$ cat config.mk
export PLATFORM = sky130hd
export DESIGN_NAME = decoder_scan_nto2n
export DESIGN_NICKNAME = d
export VERILOG_FILES = /design/src/rtl/decoder_scan_nto2n.sv
export SDC_FILE = /design/constraint.sdc
export NUM_CORES = 1
export LEC_CHECK = 0
export CORE_ASPECT_RATIO = 0.75
export CORE_UTILIZATION = 47
export DETAILED_ROUTE_END_ITERATION = 12
export GPL_ROUTABILITY_DRIVEN = 0
export PLACE_DENSITY = 0.78
export SLEW_MARGIN = 20
export SYNTH_ARGS = -nofsm -noshare
export SYNTH_HDL_FRONTEND = slang
export SYNTH_SLANG_ARGS = --single-unit
$ cat constraint.sdc
create_clock -name clk -period 3.3 [get_ports clk]
set_input_delay 0.99 -clock clk [delete_from_list [all_inputs] [get_ports clk]]
set_output_delay 0.99 -clock clk [all_outputs]
set_load 0.05 [all_outputs]
$ cat src/rtl/decoder_scan_nto2n.sv
// Registered N-to-2^N one-hot decoder with direct (load) and scan modes.
// The scan index advances after a programmable dwell; wrap pulses once per full scan.
module decoder_scan_nto2n #(
    parameter int SEL_W   = 2,
    parameter int DWELL_W = 8
) (
    input  logic                  clk,
    input  logic                  rst,
    input  logic                  en,
    input  logic                  mode,
    input  logic                  load,
    input  logic [SEL_W-1:0]      din,
    input  logic [DWELL_W-1:0]    dwell,
    output logic [2**SEL_W-1:0]   dout,
    output logic [SEL_W-1:0]      idx,
    output logic                  wrap
);

    localparam int OUT_W = 2**SEL_W;
    localparam logic [SEL_W-1:0] IDX_LAST = SEL_W'(OUT_W - 1);

    typedef enum logic {
        MODE_DIRECT = 1'b0,
        MODE_SCAN   = 1'b1
    } mode_e;

    logic [SEL_W-1:0]   idx_q, idx_d;
    logic [DWELL_W-1:0] cnt_q, cnt_d;
    logic [OUT_W-1:0]   dout_q, dout_d;
    logic               wrap_q, wrap_d;
    mode_e              mode_sel;

    assign mode_sel = mode_e'(mode);

    always_comb begin
        idx_d  = idx_q;
        cnt_d  = '0;
        wrap_d = 1'b0;

        if (en) begin
            case (mode_sel)
                MODE_DIRECT: begin
                    if (load) begin
                        idx_d = din;
                    end
                end
                MODE_SCAN: begin
                    // Load wins over an advance due in the same cycle; ">=" keeps a lowered dwell from stalling.
                    if (load) begin
                        idx_d = din;
                    end else if (cnt_q >= dwell) begin
                        idx_d  = idx_q + 1'b1;
                        wrap_d = (idx_q == IDX_LAST);
                    end else begin
                        cnt_d = cnt_q + 1'b1;
                    end
                end
                default: begin
                    idx_d = idx_q;
                end
            endcase
        end

        dout_d = '0;
        if (en) begin
            dout_d[idx_d] = 1'b1;
        end
    end

    always_ff @(posedge clk) begin
        if (rst) begin
            idx_q  <= '0;
            cnt_q  <= '0;
            dout_q <= '0;
            wrap_q <= 1'b0;
        end else begin
            idx_q  <= idx_d;
            cnt_q  <= cnt_d;
            dout_q <= dout_d;
            wrap_q <= wrap_d;
        end
    end

    assign dout = dout_q;
    assign idx  = idx_q;
    assign wrap = wrap_q;

endmodule

# Word-level counts from Yosys, hierarchy flattened
# Cells that the tools add are included.
totals:
  ff_bits: 15
  in_bits: 15
  out_inout_bits: 7
  wordCells: 24
op_classes:
  addsub: 2
  magnitude_cmp: 3
  n_eq_ne: 1
  n_mux: 7
  bitwise_logic: 3
  reduce_logical: 4
op_table:
  columns: ["op", "count"]
  rows:
  - ["5-bit OR reduction", 2]
  - ["8-bit by 1-bit adder with 8-bit output (second input constant)", 1]
  - ["8-bit greater-or-equal comparator", 1]
  - ["2-bit two-way mux", 4]
  - ["2-bit one-hot mux with 2 select lines", 1]
  - ["2-bit by 3-bit < comparator with 1-bit output (second input constant)", 1]
  - ["1-bit inverter", 3]
  - ["2-bit by 1-bit adder with 2-bit output (second input constant)", 1]
  - ["1-bit demux with 2-bit select", 1]
  - ["2-bit equality test (second input constant)", 1]
  - ["2-bit by 1-bit greater-or-equal comparator with 1-bit output (second input constant)", 1]
  - ["2-bit OR reduction", 1]
  - ["1-bit logical AND", 1]
  - ["1-bit two-way mux", 1]

# Depth between registers and ports, before layout
# Gate-level depths: netlist of the first run.
logic_depth:
  word_depth: 9
  mapped_depth: 9
  ltp_nobuf: 8

# Worst setup path before layout of the first run
# Ideal clock, no wire load.
synth_path:
  kind: "input port to flip-flop"
  from: "in dwell[2]"
  to: "reg dout_q[2] (netlist: dout[2])"
  setup_time_ns: 0.117
  arrival_time_ns: 2.580
  required_ns: 3.183
  path_slack_ns: 0.603
  stages: 8
  n_path_buf: 0
  cell_sequence: "inv_1 ha_1 or3_1 a21oi_1 a211oi_1 o21a_1 o311ai_4 and4bb_2"
synth_between:
  elab_chain_len: 9
  word_cells_on_any_way: 10
  cone_classes: "3 x order compare; 6 x mux; 1 x reduce/logical"
synth_rtl:
  columns: ["item", "line", "rtl"]
  rows:
  - ["start, declared", "13", "input logic [DWELL_W-1:0] dwell,"]
  - ["8-bit greater-or-equal comparator (*)", "51", "end else if (cnt_q >= dwell) begin"]
  - ["2-bit two-way mux (*)", "51", null]
  - ["2-bit two-way mux (*)", "49", "if (load) begin"]
  - ["2-bit one-hot mux with 2 select lines (*)", "41", "case (mode_sel)"]
  - ["2-bit two-way mux (*)", "40", "if (en) begin"]
  - ["2-bit by 3-bit < comparator with 1-bit output (implied by the code) / 2-bit by 1-bit greater-or-equal comparator with 1-bit output (equally long branches)", "66", "dout_d[idx_d] = 1'b1;"]
  - ["1-bit logical AND (implied by the code)", "66", null]
  - ["1-bit two-way mux (implied by the code)", "66", null]
  - ["1-bit demux with 2-bit select (*)", "66", null]
  - ["end signal, assigned", "79", "dout_q <= dout_d;"]
  - ["end, declared", "29", "logic [OUT_W-1:0] dout_q, dout_d;"]
# Every way passes the cells marked *; elsewhere a longest branch is shown, timed or not.
# A chain may end at the register's enable or synchronous reset.

# Final worst setup path of the first run
# Ends and elaborated chain as after synthesis.

==> flow_summary.ini, run 1 <==
[layout]
finalNetCount = 140
multiInputGateArea_um2 = 498.0
num-fill-cells = 121
drive_gt1_frac = 0.07018
layout_commonest_cell = clkdlybuf4s50_1
regArea_um2 = 300.3
fin_area_um2 = 1102
layout_common_cells = clkdlybuf4s50_1, dfxtp_1, nor2_1
diodes = 0
syn2layout_area_growth_pct = 31.30

[synth]
synth_cell_types = 30
synth.avg_cell_area_um2 = 9.328
netlist_area_um2 = 839.6
synth-seq-area-share = 0.3577
syn_nets = 115
syn_inst = 90
ys_warn_count = 0
synth-seq-cells = 15

[sta]
clock_skew_ps = 10.66
fin_crit_sh = 0.8996
hold_violations = 0
finalCriticalPeriod_ps = 2969
max_freq_ghz = 0.3368
relSlewSlack = 0.6371
fin_ws_ps = 331.3
drv_slew = 0
tns_ps = 0
rsz0062_at_grt = false
tightest_slew_ps = 541.1
setup_viol = 0

[setup_path]
r2r-start = cnt_q[2]
critPathKind = input pin to flop
cp_slowest_cell = clkdlybuf4s50_1
cp.required_ps = 3500
r2r_end = dout[2]
crit_arrival_ps = 3170
start_kind = input pin
cp_max_fo = 5
cp_slowest_stage_delay_ps = 450
end_kind = flop
crit_chain = clkdlybuf4s50_1 -> inv_1 -> ha_1 -> or3_1 -> a21oi_1 -> a211oi_1 -> o21a_1 -> o311ai_4 -> and4bb_2
rr_worst_depth = 7
r2r_setup_slack_ps = 1100

[global_route]
grt_pass1_wl_um = 2870
grt-ovfl-total = 0
grt_max_degree = 11
grt_pass1_vias = 686
grtUsageTotal = 0.2079
antenna_found_initial = 0

[power_and_ir_drop]
intPower_mw = 0.2658
p_clk_frac = 0.297
power_switching_mw = 0.1028
combinationalPowerShare = 0.190
power_frac_seq = 0.513
power_mw = 0.3686
ir_worst_vdd_uv = 284.8
power.leakage_nw = 0.4689
swShare = 0.2788
cellPowerDensity_nw_per_um2 = 334.4

[clocking]
cts_resized = 0
clk_path_buf_depth = 2
cts-hold-fix-buffers = 0
path_clk_slew_ps = 100
cts_tree = yes
insertion_delay_ps = 290
numCtsBuffers = 3
postCtsSetupBuffers = 0
clockRootBuffer = clkbuf_4
h-tree-depth = 1
cts_num_sinks = 15

[detailed_routing]
drt-initial-drc-count = 15
first_pass_iters = 4
wl_um = 1702
avgViaCountPerCell = 5.281
wl_per_cell_um = 12.61
vias = 713
remaining_drc_errors = 0
drtAntennaViolNets = 0

[floorplan]
fp.dieW_um = 50.80
num_rows = 12
core-area_um2 = 1577
start_util = 0.5325
die_y_um = 38.60
die-area_um2 = 1961
io_pins = 22

[place]
post_dp_cell_area_um2 = 1072
buffer_ports.inserted = 21
dp_slack_ps = 16.80
hpwlAfterDp_um = 1377

[min_path]
holdPathStages = 1
whs_endpoint = cnt_q[0]
hp-class = flop to flop
hp-start = cnt_q[0]

[flow_run]
maxCapViolCount = 0

[status]
outcome = completed
[stage by stage]
step | utilization | std cells | hold WS [ps]
after floorplan | - | 90 | 448.9
after global placement | 0.6802 | 131 | 492.2
after detailed placement | 0.6802 | 131 | 499.9
after CTS | 0.6992 | 135 | 525.6
after global routing | 0.6992 | 135 | 570.5
final | 0.6992 | 135 | 533.7
[power groups by stage]
| stage | Clock [mW] | Sequential (mW) | Combinational [mW] |
|---|---|---|---|
| final | 0.110 | 0.189 | 0.0699 |
| after floorplan | 0 | 0.207 | 0.0235 |
| after global placement | 0 | 0.193 | 0.0680 |
| after global routing | 0.121 | 0.189 | 0.0754 |
| after detailed placement | 0 | 0.193 | 0.0700 |
| after CTS | 0.114 | 0.189 | 0.0702 |
[cell families after synthesis]
logic type | after synthesis | share of synthesized area
AOI/OAI and AO/OA | 11 | 0.1267
and+or+nand+nor | 37 | 0.2549
DFF | 15 | 0.3577
buffers and inverters | 11 | 0.04918
adders and majority gates | 10 | 0.1490
xor gates and xnor gates | 6 | 0.06259
[worst max-delay path, delay by kind of cell]
kind,cells,cell delay (ps)
adders and majority gates,1,270
buffers and inverters,2,490
and+or+nand+nor,2,630
AOI/OAI and AO/OA,4,790
[layer usage]
layer  vias to the layer above  GRT usage  part of all wire
met5                         -          0                 0
met1                       332     0.2548              0.50
li1                        364          -                 -
met3                         2    0.05882             0.045
met2                        15     0.3600              0.44
met4                         0    0.06250            0.0065
[synthesized netlist by cell type]
| cell | n | area [um2] |
|---|---|---|
| dfxtp_1 | 15 | 300.3 |
| nor2_1 | 11 | 41.29 |
| ha_1 | 10 | 125.1 |
| inv_1 | 10 | 37.54 |
| nand3_1 | 7 | 35.03 |
| xor2_1 | 5 | 43.79 |
| and3_1 | 3 | 18.77 |
| a21oi_1 | 2 | 10.01 |
| nand2_1 | 2 | 7.510 |
| nand2b_1 | 2 | 12.51 |
| nor3_1 | 2 | 10.01 |
| o21a_1 | 2 | 15.01 |
| o21ai_0 | 2 | 10.01 |
| a211oi_1 | 1 | 7.510 |
| a211oi_4 | 1 | 20.02 |
| a32o_1 | 1 | 10.01 |
| and3b_1 | 1 | 8.760 |
| and4bb_2 | 1 | 12.51 |
| clkbuf_1 | 1 | 3.750 |
| nand3b_1 | 1 | 7.510 |
| nor3b_1 | 1 | 7.510 |
| nor4_1 | 1 | 6.260 |
| nor4b_1 | 1 | 8.760 |
| nor4b_2 | 1 | 15.01 |
| nor4bb_1 | 1 | 10.01 |
| o211ai_1 | 1 | 7.510 |
| o311ai_4 | 1 | 26.28 |
| or2_1 | 1 | 6.260 |
| or3_1 | 1 | 6.260 |
| xnor2_1 | 1 | 8.760 |
[sequential cells by signal (all words and copies together) (netlist names)]
name / count
cnt_q: 8
dout: 4
idx: 2
wrap: 1
[area by class of cell]
class	count	share of cell area
Timing Repair Buffer	21	0.1907
Clock buffer	3	0.02043
Clock inverter	1	0.006810
Inverter	10	0.03405
Sequential cell	15	0.2724
Multi-Input combinational cell	64	0.4518
Tap cell	21	0.02384
[worst max path at each step]
stage                     startpoint       end  slack [ps]  depth (start not counted)
after floorplan             dwell[2]   dout[2]         600                          8
after global placement      dwell[2]   dout[2]          70                          9
after detailed placement    dwell[2]   dout[2]          20                          9
after CTS                   dwell[2]   dout[2]         350                          9
after global routing        dwell[3]  cnt_q[5]         200                          9
final                       dwell[2]   dout[2]         330                          9
Power figures use the tool's default switching activity.
==> inputs of run 2 (changes only) <==
PLACE_DENSITY = 0.89   (was 0.78)
==> run 2 against run 1 <==
Net effect: utilization stayed put; non-clock buffer count unchanged; critical path depth unchanged; clock power about the same; worst hold slack improved by 3.6 ps; routed wire length up 8.5%; sequential cell count unchanged; via count is 2.9% higher; register-to-register slack lost 30 ps; first-iteration DRC count down 33%; cell count unchanged; critical path type unchanged; power increased by 0.10%.
==> flow_summary.ini, run 2 (synthesized netlist as in run 1, its figures left out) <==
[detailed_routing]
first_pass_iters = 4
wl_per_cell_um = 13.68
remaining_drc_errors = 0
wl_um = 1847
vias = 734
drtAntennaViolNets = 0
drt-initial-drc-count = 10
avgViaCountPerCell = 5.437

[setup_path]
start_kind = input pin
crit_chain = clkdlybuf4s50_1 -> inv_1 -> ha_1 -> or3_1 -> a21oi_1 -> a211oi_1 -> or2_1 -> a211oi_4 -> and4bb_2
r2r-start = cnt_q[2]
cp_slowest_stage_delay_ps = 450
cp.required_ps = 3550
cp_max_fo = 5
critPathCapture = dout[2]
cp_slowest_cell = clkdlybuf4s50_1
end_kind = flop
critPathKind = input pin to flop
path_buf_inv = 2
crit_arrival_ps = 3240
rr_worst_depth = 7
r2r_setup_slack_ps = 1070
cp_top_family = simple AND/OR/NAND/NOR gates
r2r_end = dout[2]
setup.worst_path.start = dwell[2]
cp.depth = 9

[layout]
largest_reg_flops = 8
finalNetCount = 140
drive_gt1_frac = 0.07018
regMostFlops = cnt_q
diodes = 0
fin_cells = 135
syn2layout_area_growth_pct = 31.30
layout_commonest_cell = clkdlybuf4s50_1
layout_common_cells = clkdlybuf4s50_1, dfxtp_1, nor2_1
fin_area_um2 = 1102
num-fill-cells = 126

[place]
dp_cells = 131
hpwlAfterDp_um = 1467
post_dp_cell_area_um2 = 1072
buffer_ports.inserted = 21

[clocking]
numCtsBuffers = 3
insertion_delay_ps = 290
cts_tree = yes
h-tree-depth = 1
clk_path_buf_depth = 2
cts-hold-fix-buffers = 0
clockRootBuffer = clkbuf_4
path_clk_slew_ps = 100
cts_resized = 0
postCtsSetupBuffers = 0
cts_num_sinks = 15

[power_and_ir_drop]
swShare = 0.2792
power_switching_mw = 0.1030
power_frac_seq = 0.513
cellPowerDensity_nw_per_um2 = 334.7
ir_worst_vdd_uv = 343.7
combinationalPowerShare = 0.192
intPower_mw = 0.2659
p_clk_frac = 0.295
power.leakage_nw = 0.4689

[sta]
drv_slew = 0
tns_ps = 0
fin_crit_sh = 0.9058
setup_viol = 0
finalCriticalPeriod_ps = 2989
tightest_slew_ps = 511.5
hold_violations = 0
relSlewSlack = 0.6569
rsz0062_at_grt = false
clock_skew_ps = 14.16
max_freq_ghz = 0.3346

[floorplan]
die_y_um = 38.60
die-area_um2 = 1961
core-area_um2 = 1577
io_pins = 22
start_util = 0.5325
fp.dieW_um = 50.80
num_rows = 12

[global_route]
grt_pass1_vias = 705
grt_pass1_wl_um = 3125
use_met1 = 0.2716
grtUsageTotal = 0.2288
grt_max_degree = 11
antenna_found_initial = 0
use_met3 = 0.07059
grtUsageMet2 = 0.3967
grt-ovfl-total = 0
grt-busiest-layer = met2

[flow_run]
maxCapViolCount = 0

[min_path]
hp-class = flop to flop

[status]
outcome = completed
run 2: layout make-up:
cell class                      count  area, um2  area share
Multi-Input combinational cell     64      498.0      0.4518
Clock inverter                      1      7.507    0.006810
Tap cell                           21      26.28     0.02384
Clock buffer                        3      22.52     0.02043
Sequential cell                    15      300.3      0.2724
Inverter                           10      37.54     0.03405
Timing Repair Buffer               21      210.2      0.1907
run 2: routing by layer:
layer / up-vias / wire [um] / share of wire
li1: 361 / - / -
met1: 342 / 817 / 0.44
met2: 23 / 887 / 0.48
met3: 8 / 77 / 0.042
met4: 0 / 64 / 0.035
met5: - / 0 / 0
run 2: power groups by stage:
stage          Sequential [mW]  Combinational, mW  Clock (mW)
2_1_floorplan            0.207             0.0235           0
3_3_place_gp             0.193             0.0677           0
3_5_place_dp             0.193             0.0704           0
4_1_cts                  0.189             0.0708       0.110
5_1_grt                  0.190             0.0761       0.118
6_report                 0.189             0.0709       0.109
run 2: worst min-delay path by stage:
| stage | from | to | slack [ps] | cells past startpoint |
|---|---|---|---|---|
| 2_1_floorplan | cnt_q[0] | cnt_q[0] | 450 | 1 |
| 3_3_place_gp | cnt_q[0] | cnt_q[0] | 490 | 1 |
| 3_5_place_dp | cnt_q[0] | cnt_q[0] | 500 | 1 |
| 4_1_cts | cnt_q[0] | cnt_q[0] | 550 | 1 |
| 5_1_grt | cnt_q[7] | cnt_q[7] | 590 | 2 |
| 6_report | cnt_q[7] | cnt_q[7] | 540 | 2 |
run 2: stage by stage:
stage	total power [mW]	setup WS, ps	utilization	hold WS (ps)
6_report	0.3689	311.0	0.6992	537.3
3_3_place_gp	0.2609	78.85	0.6802	488.2
5_1_grt	0.3842	169.8	0.6992	585.7
3_5_place_dp	0.2637	18.07	0.6802	501.9
4_1_cts	0.3702	318.1	0.6992	546.1
2_1_floorplan	0.2303	602.8	-	448.9
run 2: tightest hold or removal path, stage by stage (launching register included):
cell     delay (ps)
dfxtp_1         350
xor2_1           80
nor2_1           70
==> inputs of run 3 (changes only) <==
PLACE_DENSITY = not set   (was 0.89)
PLACE_DENSITY_LB_ADDON = 0.08   (was not set)
==> run 3 against run 2 <==
Net effect: cell area unchanged; sequential share of layout area unchanged; via count decreased by 6.3%; setup slack gained 30 ps; largest cell class unchanged; largest power group unchanged.
==> flow_summary.ini, run 3 (synthesized netlist as in run 1, its figures left out) <==
[status]
outcome = completed

[power_and_ir_drop]
cellPowerDensity_nw_per_um2 = 334.0
intPower_mw = 0.2659
swShare = 0.2776
power.leakage_nw = 0.4689
power_frac_seq = 0.513
p_clk_frac = 0.299
ir_worst_vdd_uv = 289.3
power_switching_mw = 0.1022
combinationalPowerShare = 0.188

[clocking]
cts_resized = 0
h-tree-depth = 1
clockRootBuffer = clkbuf_4
path_clk_slew_ps = 100
postCtsSetupBuffers = 0
cts_tree = yes
cts-hold-fix-buffers = 0
cts_num_sinks = 15
numCtsBuffers = 3
insertion_delay_ps = 290
clk_path_buf_depth = 2

[layout]
finalNetCount = 140
drive_gt1_frac = 0.07018
largest_reg_flops = 8
fin_cells = 135
syn2layout_area_growth_pct = 31.30
layout_common_cells = clkdlybuf4s50_1, dfxtp_1, nor2_1
layout_commonest_cell = clkdlybuf4s50_1
num-fill-cells = 141
regMostFlops = cnt_q
diodes = 0

[detailed_routing]
vias = 688
avgViaCountPerCell = 5.096
wl_um = 1670
drt-initial-drc-count = 10
first_pass_iters = 4
remaining_drc_errors = 0
drtAntennaViolNets = 0
wl_per_cell_um = 12.37

[global_route]
grt_pass1_vias = 626
antenna_found_initial = 0
grt_max_degree = 11
grt_pass1_wl_um = 2780
grtUsageTotal = 0.2084
grt-ovfl-total = 0

[place]
buffer_ports.inserted = 21
hpwlAfterDp_um = 1372
dp_cells = 131

[setup_path]
setup.worst_path.start = dwell[2]
start_kind = input pin
cp.required_ps = 3500
r2r_setup_slack_ps = 1110
cp_max_fo = 5
critPathKind = input pin to flop
r2r-start = cnt_q[2]
crit_chain = clkdlybuf4s50_1 -> inv_1 -> ha_1 -> or3_1 -> a21oi_1 -> a211oi_1 -> o21a_1 -> o311ai_4 -> and4bb_2
rr_worst_depth = 7
end_kind = flop
cp_slowest_stage_delay_ps = 450
crit_arrival_ps = 3160
cp_slowest_cell = clkdlybuf4s50_1
r2r_end = dout[2]

[sta]
max_freq_ghz = 0.3380
tns_ps = 0
relSlewSlack = 0.6383
drv_slew = 0
clock_skew_ps = 8.197
tightest_slew_ps = 539.3
finalCriticalPeriod_ps = 2959
fin_crit_sh = 0.8966
setup_viol = 0
hold_violations = 0
rsz0062_at_grt = false

[floorplan]
core-area_um2 = 1577
die_y_um = 38.60
io_pins = 22
start_util = 0.5325
fp.dieW_um = 50.80
die-area_um2 = 1961
num_rows = 12

[min_path]
hp-start = cnt_q[0]
holdPathStages = 1
whs_endpoint = cnt_q[0]
hp-class = flop to flop

[flow_run]
maxCapViolCount = 0
[run 3: cell counts in the layout (fill, tap and decap cells not counted)]
Identical to the previous run, type by type.
[run 3: stage by stage]
step                instance area [um2]  power [mW]  utilization  worst slack (ps)  hold slack (ps)
CTS                                1102      0.3729       0.6992             337.7            512.9
global route                       1102      0.3871       0.6992             231.8            539.1
global placement                   1072      0.2614       0.6802             60.27            472.5
finish                             1102      0.3682       0.6992             341.1            504.6
detailed placement                 1072      0.2626       0.6802             24.68            477.7
floorplan                         839.6      0.2303            -             602.8            448.9
[run 3: routing by layer]
metal	track usage	share of wire	wire length, um
met5	0	0	0
met4	0.09028	0.0078	13
met3	0.09020	0.049	82
met2	0.3000	0.43	712
met1	0.2703	0.52	862
[run 3: cell type report]
type | count | area, um2 | share of cell area
tap | 21 | 26.28 | 0.02384
multi-input combinational | 64 | 498.0 | 0.4518
inverter | 10 | 37.54 | 0.03405
clock buffer | 3 | 22.52 | 0.02043
clock inverter | 1 | 7.507 | 0.006810
sequential | 15 | 300.3 | 0.2724
timing repair buffer | 21 | 210.2 | 0.1907
[run 3: how the worst max path moves through the flow]
| stage | endpoint | slack (ps) |
|---|---|---|
| 2_1_floorplan | dout[2] | 600 |
| 3_3_place_gp | dout[2] | 60 |
| 3_5_place_dp | dout[2] | 20 |
| 4_1_cts | dout[2] | 340 |
| 5_1_grt | dout[2] | 230 |
| 6_report | dout[2] | 340 |
[run 3: power by group through the flow]
stage	Combinational [mW]	Clock, mW	Sequential [mW]
finish	0.0692	0.110	0.189
floorplan	0.0235	0	0.207
CTS	0.0697	0.114	0.189
global placement	0.0683	0	0.193
global route	0.0753	0.122	0.190
detailed placement	0.0694	0	0.193
[run 3: worst max-delay path: cells and delay by family]
kind,cells,cell delay [ps]
buffers and inverters,2,490
AO/OA/AOI/OAI,4,810
adder cells (fa/ha/maj),1,270
AND/OR/NAND/NOR,2,610
